## config.mk

```make
export PLATFORM = sky130hd
export DESIGN_NAME = reg_bus_reader_flat
export DESIGN_NICKNAME = d
export VERILOG_FILES = /design/src/rtl/reg_bus_reader_pkg.sv /design/src/rtl/reg_bus_reader_if.sv /design/src/rtl/reg_bus_reader_onehot_decoder.sv /design/src/rtl/reg_bus_reader.sv /design/src/flat_wrapper.sv
export SDC_FILE = /design/constraint.sdc
export NUM_CORES = 1
export LEC_CHECK = 0
export ABC_AREA = 1
export CORE_AREA = 4 4 83 85
export DETAILED_ROUTE_END_ITERATION = 10
export DIE_AREA = 0 0 87 89
export HOLD_SLACK_MARGIN = 0.03
export PLACE_DENSITY_LB_ADDON = 0.1
export SLEW_MARGIN = 10
export SYNTH_ARGS = -nofsm -noshare
export SYNTH_HDL_FRONTEND = slang
export SYNTH_SLANG_ARGS = --single-unit
```

## constraint.sdc

```tcl
create_clock -name clk -period 1.5 [get_ports clk]
set_input_delay 0.3 -clock clk [delete_from_list [all_inputs] [get_ports clk]]
set_output_delay 0.3 -clock clk [all_outputs]
set_load 0.005 [all_outputs]
```

## src/rtl/reg_bus_reader_pkg.sv

```systemverilog
// Shared definitions for the register-bus read controller.
//   state_t      : controller states (IDLE, DRIVE, HOLD)
//   DEF_WIDTH    : default bus/data width
//   DEF_NUM_REGS : default number of registers on the bus
//   aw_of()      : register-index width for a given register count
package reg_bus_pkg;

  typedef enum logic [1:0] {
    IDLE  = 2'd0,
    DRIVE = 2'd1,
    HOLD  = 2'd2
  } state_t;

  localparam int DEF_WIDTH    = 32;
  localparam int DEF_NUM_REGS = 32;

  function automatic int aw_of(input int n);
    return $clog2(n);
  endfunction

endpackage

```

## src/rtl/reg_bus_reader_if.sv

```systemverilog
// Request / bus / read-data signal bundle for reg_bus_reader.
//   req_valid, req_ready, req_addr, req_cnt : burst request handshake
//   oe, bus                                 : one-hot register enables, shared bus
//   rd_valid, rd_ready, rd_data, rd_addr,
//   rd_last                                 : returned word handshake
// Modports: slave = the reader, master = requester/consumer/register side.
interface reg_bus_reader_if #(
  parameter int WIDTH    = reg_bus_pkg::DEF_WIDTH,
  parameter int NUM_REGS = reg_bus_pkg::DEF_NUM_REGS
);
  localparam int AW = reg_bus_pkg::aw_of(NUM_REGS);

  logic                req_valid;
  logic                req_ready;
  logic [AW-1:0]       req_addr;
  logic [AW-1:0]       req_cnt;
  logic [NUM_REGS-1:0] oe;
  logic [WIDTH-1:0]    bus;
  logic                rd_valid;
  logic                rd_ready;
  logic [WIDTH-1:0]    rd_data;
  logic [AW-1:0]       rd_addr;
  logic                rd_last;

  modport slave (
    input  req_valid, req_addr, req_cnt, bus, rd_ready,
    output req_ready, oe, rd_valid, rd_data, rd_addr, rd_last
  );

  modport master (
    output req_valid, req_addr, req_cnt, bus, rd_ready,
    input  req_ready, oe, rd_valid, rd_data, rd_addr, rd_last
  );
endinterface

```

## src/rtl/reg_bus_reader_onehot_decoder.sv

```systemverilog
// Index to one-hot decoder with enable.
//   en     : when low the output is all-zero
//   idx    : AW-bit index
//   onehot : NUM_REGS-bit output, bit idx set when enabled
module onehot_decoder #(
  parameter int AW       = 5,
  parameter int NUM_REGS = 32
) (
  input  logic                en,
  input  logic [AW-1:0]       idx,
  output logic [NUM_REGS-1:0] onehot
);
  always_comb begin
    onehot = '0;
    if (en) onehot[idx] = 1'b1;
  end
endmodule

```

## src/rtl/reg_bus_reader.sv

```systemverilog
// Burst read controller for a shared tristate register bus.
// Walks registers cur_addr.. with a one-hot oe, waits SETTLE extra cycles,
// captures the bus word and hands it out over a valid/ready handshake.
// Ports:
//   clk   : clock, rising edge
//   clr_n : synchronous active-low reset
//   bif   : reg_bus_reader_if.slave (request, oe/bus, read-data handshake)
module reg_bus_reader
  import reg_bus_pkg::*;
#(
  parameter int WIDTH    = DEF_WIDTH,
  parameter int NUM_REGS = DEF_NUM_REGS,
  parameter int SETTLE   = 1
) (
  input  logic             clk,
  input  logic             clr_n,
  reg_bus_reader_if.slave  bif
);
  localparam int          AW       = aw_of(NUM_REGS);
  localparam logic [2:0]  SETTLE_L = 3'(SETTLE);

  state_t           state, state_n;
  logic [AW-1:0]    cur_addr;
  logic [AW-1:0]    remain;
  logic [2:0]       settle_cnt;
  logic [WIDTH-1:0] rd_data_q;
  logic [AW-1:0]    rd_addr_q;
  logic             rd_last_q;

  logic accept;
  logic capture;
  logic advance;

  always_comb begin
    state_n = state;
    accept  = 1'b0;
    capture = 1'b0;
    advance = 1'b0;
    unique case (state)
      IDLE: begin
        if (bif.req_valid) begin
          accept  = 1'b1;
          state_n = DRIVE;
        end
      end
      DRIVE: begin
        if (settle_cnt == SETTLE_L) begin
          capture = 1'b1;
          state_n = HOLD;
        end
      end
      HOLD: begin
        if (bif.rd_ready) begin
          if (rd_last_q) begin
            state_n = IDLE;
          end else begin
            advance = 1'b1;
            state_n = DRIVE;
          end
        end
      end
      default: state_n = IDLE;
    endcase
  end

  always_ff @(posedge clk) begin
    if (!clr_n) begin
      state      <= IDLE;
      cur_addr   <= '0;
      remain     <= '0;
      settle_cnt <= '0;
      rd_data_q  <= '0;
      rd_addr_q  <= '0;
      rd_last_q  <= 1'b0;
    end else begin
      state <= state_n;
      if (accept) begin
        cur_addr   <= bif.req_addr;
        remain     <= bif.req_cnt;
        settle_cnt <= '0;
      end
      // Counter clears on capture so the next DRIVE starts from 0.
      if (state == DRIVE) begin
        settle_cnt <= capture ? '0 : settle_cnt + 3'd1;
      end
      if (capture) begin
        rd_data_q <= bif.bus;
        rd_addr_q <= cur_addr;
        rd_last_q <= (remain == '0);
      end
      if (advance) begin
        cur_addr <= cur_addr + AW'(1);
        remain   <= remain - AW'(1);
      end
    end
  end

  onehot_decoder #(
    .AW       (AW),
    .NUM_REGS (NUM_REGS)
  ) u_dec (
    .en     (state == DRIVE),
    .idx    (cur_addr),
    .onehot (bif.oe)
  );

  assign bif.req_ready = (state == IDLE);
  assign bif.rd_valid  = (state == HOLD);
  assign bif.rd_data   = rd_data_q;
  assign bif.rd_addr   = rd_addr_q;
  assign bif.rd_last   = rd_last_q;

endmodule

```

## src/flat_wrapper.sv

```systemverilog
// flat-port wrapper written by rule: the top's interface ports become plain ports
module reg_bus_reader_flat import reg_bus_pkg::*;
#(
  parameter int WIDTH    = DEF_WIDTH,
  parameter int NUM_REGS = DEF_NUM_REGS,
  parameter int SETTLE   = 1
)
  (clk, clr_n, bif_req_valid, bif_req_addr, bif_req_cnt, bif_bus, bif_rd_ready, bif_req_ready, bif_oe, bif_rd_valid, bif_rd_data, bif_rd_addr, bif_rd_last);
  reg_bus_reader_if #(.WIDTH(WIDTH), .NUM_REGS(NUM_REGS)) bif_i ();
  input  logic clk;
  input  logic clr_n;
  input wire logic [$bits(bif_i.req_valid)-1:0] bif_req_valid;
  input wire logic [$bits(bif_i.req_addr)-1:0] bif_req_addr;
  input wire logic [$bits(bif_i.req_cnt)-1:0] bif_req_cnt;
  input wire logic [$bits(bif_i.bus)-1:0] bif_bus;
  input wire logic [$bits(bif_i.rd_ready)-1:0] bif_rd_ready;
  output wire logic [$bits(bif_i.req_ready)-1:0] bif_req_ready;
  output wire logic [$bits(bif_i.oe)-1:0] bif_oe;
  output wire logic [$bits(bif_i.rd_valid)-1:0] bif_rd_valid;
  output wire logic [$bits(bif_i.rd_data)-1:0] bif_rd_data;
  output wire logic [$bits(bif_i.rd_addr)-1:0] bif_rd_addr;
  output wire logic [$bits(bif_i.rd_last)-1:0] bif_rd_last;
  assign bif_i.req_valid = bif_req_valid;
  assign bif_i.req_addr = bif_req_addr;
  assign bif_i.req_cnt = bif_req_cnt;
  assign bif_i.bus = bif_bus;
  assign bif_i.rd_ready = bif_rd_ready;
  assign bif_req_ready = bif_i.req_ready;
  assign bif_oe = bif_i.oe;
  assign bif_rd_valid = bif_i.rd_valid;
  assign bif_rd_data = bif_i.rd_data;
  assign bif_rd_addr = bif_i.rd_addr;
  assign bif_rd_last = bif_i.rd_last;
  reg_bus_reader #(.WIDTH(WIDTH), .NUM_REGS(NUM_REGS), .SETTLE(SETTLE)) u_core (.clk(clk), .clr_n(clr_n), .bif(bif_i));
endmodule
```

Word-level counts from Yosys, hierarchy flattened. Index checks and enable logic that the tools add are counted.

Add/sub/neg operators: 3. Magnitude comparators: 2. Equality and inequality tests: 6. Muxes and demuxes: 22. Reductions and logical operators: 6.

Operators with widths (count): $mux W32 (1); $mux W5 (4); $mux W1 (9); $mux W3 (3); $lt A5 B6 Y1 const B (1); $mux W2 (3); $pmux W2 S3 (1); $add A5 B1 Y5 const B (1); $demux W1 S5 (1); $ge A5 B1 Y1 const B (1); $logic_not A5 Y1 (1); $sub A5 B1 Y5 const B (1); $ne A2 B2 Y1 const B (2); $reduce_bool A2 Y1 (2); $add A3 B1 Y3 const B (1); $eq A3 B1 Y1 const B (1); $reduce_and A3 Y1 (1); $eq A2 B1 Y1 const B (1); $eq A2 B2 Y1 const B (1); $logic_not A2 Y1 (1); $ne A2 B1 Y1 const B (1); $logic_and A1 B1 Y1 (1).

Register bits: 53. Input bits: 46. Output and inout port bits: 72. Word-level logic and storage cells: 46.

Logic depth before layout (Yosys ltp).
Depth after elaboration: 5. Mapped depth: 9. Mapped depth without buffers: 8.

By module. From an unflattened synthesis, not the netlist that was laid out.

Cells, all modules: 346. Area total of the unflattened synthesis: 2371.0 µm².

By module, submodules not included: reg_bus_reader (instances 1, cells an instance 296, area each 2170.8 µm², seq. area each 1061.0 µm²); onehot_decoder (instances 1, cells an instance 50, area each 200.2 µm², seq. area each 0.0 µm²).

Least setup slack after synthesis. Ideal clock, no wire load.

Path type: register to register. Start point: reg u_core.settle_cnt[0]. End point: reg u_core.rd_data_q[13] (netlist: u_core.bif.rd_data[13]). Library setup time: 0.116 ns. Arrival: 1.152 ns. Required time: 1.384 ns. Slack: 0.232 ns. Stages on the path, launching flop included: 8. Buffers on the path: 1. Clock period less this slack: 1.268 ns. Cell sequence: dfxtp_1 -> ha_1 -> inv_1 -> nor2_1 -> nand2_4 -> clkbuf_2 -> o21ai_0 -> nor2_1.

Longest elaborated chain between the ends: 3.

Ends and longest elaborated chain: start: declaration (RTL line reg_bus_reader.sv:25) `logic [2:0] settle_cnt;`; start signal: assignment (RTL line reg_bus_reader.sv:84) `settle_cnt <= capture ? '0 : settle_cnt + 3'd1;`; $eq A3 B1 Y1 (RTL line reg_bus_reader.sv:47) `if (settle_cnt == SETTLE_L) begin`; $mux W1 (RTL line reg_bus_reader.sv:47); $mux W1 (RTL line reg_bus_reader.sv:39) `unique case (state)`; end signal: assignment (RTL line reg_bus_reader.sv:87) `rd_data_q <= bif.bus;`; end: declaration (RTL line reg_bus_reader.sv:26) `logic [WIDTH-1:0] rd_data_q;`.

No other way between the ends. A chain may end at the register's enable or synchronous reset.

Worst setup path after layout.
Start point: reg u_core.cur_addr[0]. End point: out bif_oe[12].

Longest elaborated chain between the ends: 5. Elaborated cells between the ends (all ways): 6. Classes of those cells: 2 x order compare; 3 x mux; 1 x reduce/logical.

Ends and longest elaborated chain: start: declaration (RTL line reg_bus_reader.sv:23) `logic [AW-1:0] cur_addr;`; start signal: assignment (RTL line reg_bus_reader.sv:78) `cur_addr <= bif.req_addr;`; start signal: assignment (RTL line reg_bus_reader.sv:92) `cur_addr <= cur_addr + AW'(1);`; $lt A5 B6 Y1 (implied by the code) or $ge A5 B1 Y1 (tied branches) (RTL line reg_bus_reader_onehot_decoder.sv:15) `if (en) onehot[idx] = 1'b1;`; $logic_and A1 B1 Y1 (implied by the code) (RTL line reg_bus_reader_onehot_decoder.sv:15); $mux W1 (implied by the code) (RTL line reg_bus_reader_onehot_decoder.sv:15); $demux W1 S5 * (RTL line reg_bus_reader_onehot_decoder.sv:15); $mux W32 * (RTL line reg_bus_reader_onehot_decoder.sv:15); end: declaration (RTL line flat_wrapper.sv:18) `output wire logic [$bits(bif_i.oe)-1:0] bif_oe;`.

Mark *: on every way between the ends. The rest lies on a longest branch, timed or not.

==> metrics.md <==
| Metric | Value |
|---|---|
| Status | complete, but fails checks |
| Failing checks | negative setup slack |
| PortBufs | 117 |
| Routed WL per cell | 15.2 µm |
| Global-route wire length before repair | 12.7 mm |
| Most common cell after layout, fill and taps aside | nor2_1 |
| Layout Cells excl Fill | 591 |
| Sequential share of the synthesized area | 43.2% |
| First drt pass iteration count | 4 |
| Clock buffer count from CTS | 5 |
| Peak VDD IR | 0.000598 V |
| Die H | 89 µm |
| Hold WC Path Type | reg2reg |
| Post-Synthesis Cells | 350 |
| Worst Path Required | 1200 ps |
| Yosys warnings | 0 |
| DR DRC count | 0 |
| Post-synth cell types | 26 |
| Reg2Reg Depth | 13 |
| Initial Util | 39.6% |
| CTS Buffer Depth | 2 |
| Leakage | 2.14 nW |
| Die W | 87 µm |
| Placed Instances | 558 |
| Crit share post-route | 114% |
| Power Density | 742 nW/µm² |
| Final GP Congestion | 0.820 |
| Design area | 4550 µm² |
| Antenna Nets Post-Route | 0 |
| Top-Level Pins | 118 |
| Antenna violations before repair | 0 |
| CTS sink cnt | 53 |
| RSZ-0062 raised after global routing | yes |
| Vias in the first global route | 2703 |
| Most frequent cells in the layout | 88 x nor2_1, 64 x clkdlybuf4s50_1, 41 x nand2_1 |
| Tot GR Track Use | 20.4% |
| Final Hold Fails | 0 |
| Hold path cells | 2 |
| Post-place instance area | 3870 µm² |
| Via count | 2896 |
| Initial DRC count | 127 |
| Period minus WS final | 1710 ps |
| Setup violations, final | 33 |
| Clock-pin slew on the worst setup and hold paths | 100 ps |
| Vias per inst | 4.90 |
| H-Tree Depth | 2 |
| Count of pins over their slew limit | 0 |
| Root Driver | clkbuf_8 |
| Worst-skew pair later-pin latency | 310 ps |
| Slew margin rel. | 71.1% |
| CP Class | reg2out |
| Least-Margin Pin Slew | 433 ps |
| Cts hold-fix bufs | 0 |
| Final nets | 566 |
| Net Count, Synth | 403 |
| Multi-input logic area | 1530 µm² |
| Detail Placement HPWL | 5.42 mm |
| Nature of the critical path startpoint | flop |
| Post-Syn Area per Cell | 7.02 µm² |
| Placement Setup Slack | -247 ps |
| Reg area | 1110 µm² |
| Critical path peak fanout | 8 |
| Fillers | 470 |
| ANT cells | 0 |
| Share of layout cells above drive strength 1 | 36.8% |
| CP Capture Type | output port |
| Max-cap violations | 0 |
| Syn Std Cell Area | 2460 µm² |
| Area Growth Syn to Fin | 85.0% |
| Core ar. | 6200 µm² |
| GRT Residual Overflow | 0 |
| Pin count of the biggest net entering global routing | 33 |
| Drt total wl | 8.97 mm |
| Yosys reg bits | 53 |
| Clock Skew | 5.63 ps |
| F_max | 585 MHz |
| Rows | 29 |
| PnR worst setup slack | -211 ps |
| Crit path arrival time | 1410 ps |
| Die area | 7740 µm² |
| Clock tree from TritonCTS | built |
-- cells by family (layout without fill, tap and decap cells) --
logic type | Yosys count | after routing | share of synthesized area [%]
AO/OA/AOI/OAI | 65 | 65 | 14.1
AND/OR/NAND/NOR | 179 | 179 | 29.3
flip-flops | 53 | 53 | 43.2
buffers and inverters | 43 | 207 | 8.81
XOR/XNOR | 3 | 3 | 1.07
adder cells (fa/ha/maj) | 7 | 7 | 3.56
-- path summary, 6_finish.rpt --
| path | from | to | slack, ps |
|---|---|---|---|
| max reg2reg | u_core.cur_addr[2] | u_core.cur_addr[4] | -70 |
| min reg2reg | u_core.bif.rd_data[17] | u_core.bif.rd_data[17] | 480 |
| min | u_core.bif.rd_data[17] | u_core.bif.rd_data[17] | 480 |
| max | u_core.cur_addr[0] | bif_oe[12] | -210 |
-- report_power, final --
| group | leakage, nW | internal [W] | switching, W | total (W) |
|---|---|---|---|---|
| sequential | 0.446 | 0.00150 | 0.0000535 | 0.00155 |
| clock | 0.0447 | 0.000338 | 0.000511 | 0.000850 |
| combinational | 1.65 | 0.000494 | 0.000478 | 0.000973 |
| total | 2.14 | 0.00233 | 0.00104 | 0.00337 |
-- synthesized netlist by cell type (all sizes together) --
cell	number	share of area, %
xnor2	2	0.71
nand2	52	8.8
dfxtp	53	43
clkbuf	7	1.2
o21ai	45	9.5
a21oi	18	4.1
xor2	1	0.36
inv	27	4.4
nand3	14	2.9
ha	7	3.6
nand4	1	0.25
a31oi	2	0.51
nor2	112	17
buf	9	3.2
-- timing repair --
action	4_1_cts	5_1_grt
endpoints found under the hold margin	0	0
gates resized for setup	193	119
setup endpoints to repair	37	100
pin swaps	11	15
setup buffers	23	3
gates cloned	0	1
-- state kept, by name, summed over array words and instances (netlist names) --
signal / flops
u_core.bif.rd_addr: 5
u_core.state: 2
u_core.bif.rd_data: 32
u_core.settle_cnt: 3
u_core.remain: 5
u_core.cur_addr: 5
u_core.bif.rd_last: 1
-- layer usage --
layer,GRT usage (%),wire length [µm]
met1,24.2,3440
met2,36.0,4690
met3,4.61,508
met4,7.65,333
met5,0,0
-- metrics by stage --
step           hold WS [ps]  TNS [ps]  total power [W]  util, %
6_report                478     -3120          0.00337     73.3
5_1_grt                 504     -5160          0.00357     73.3
4_1_cts                 487     -2760          0.00330     68.7
3_5_place_dp            470     -6720          0.00230     62.3
3_3_place_gp            459     -5170          0.00229     62.3
2_1_floorplan           429         0          0.00191        -
-- worst max-delay path, cell delays in order (launching register included) --
cell and delay, ps:
dfxtp_2 340, buf_6 130, inv_8 60, ha_4 150, nand2_8 70, buf_6 120
nor2_4 80, buf_2 140
-- cell type report --
cell class	instances	share of cell area, %
well taps	77	2.12
clock buffers	5	1.51
flip-flops and latches	53	24.4
multi-input cells	254	33.5
inverters	27	3.38
clock inverters	3	0.550
repair buffers	171	34.3
repair inverters	1	0.193
(Power assumes the default switching activity.)
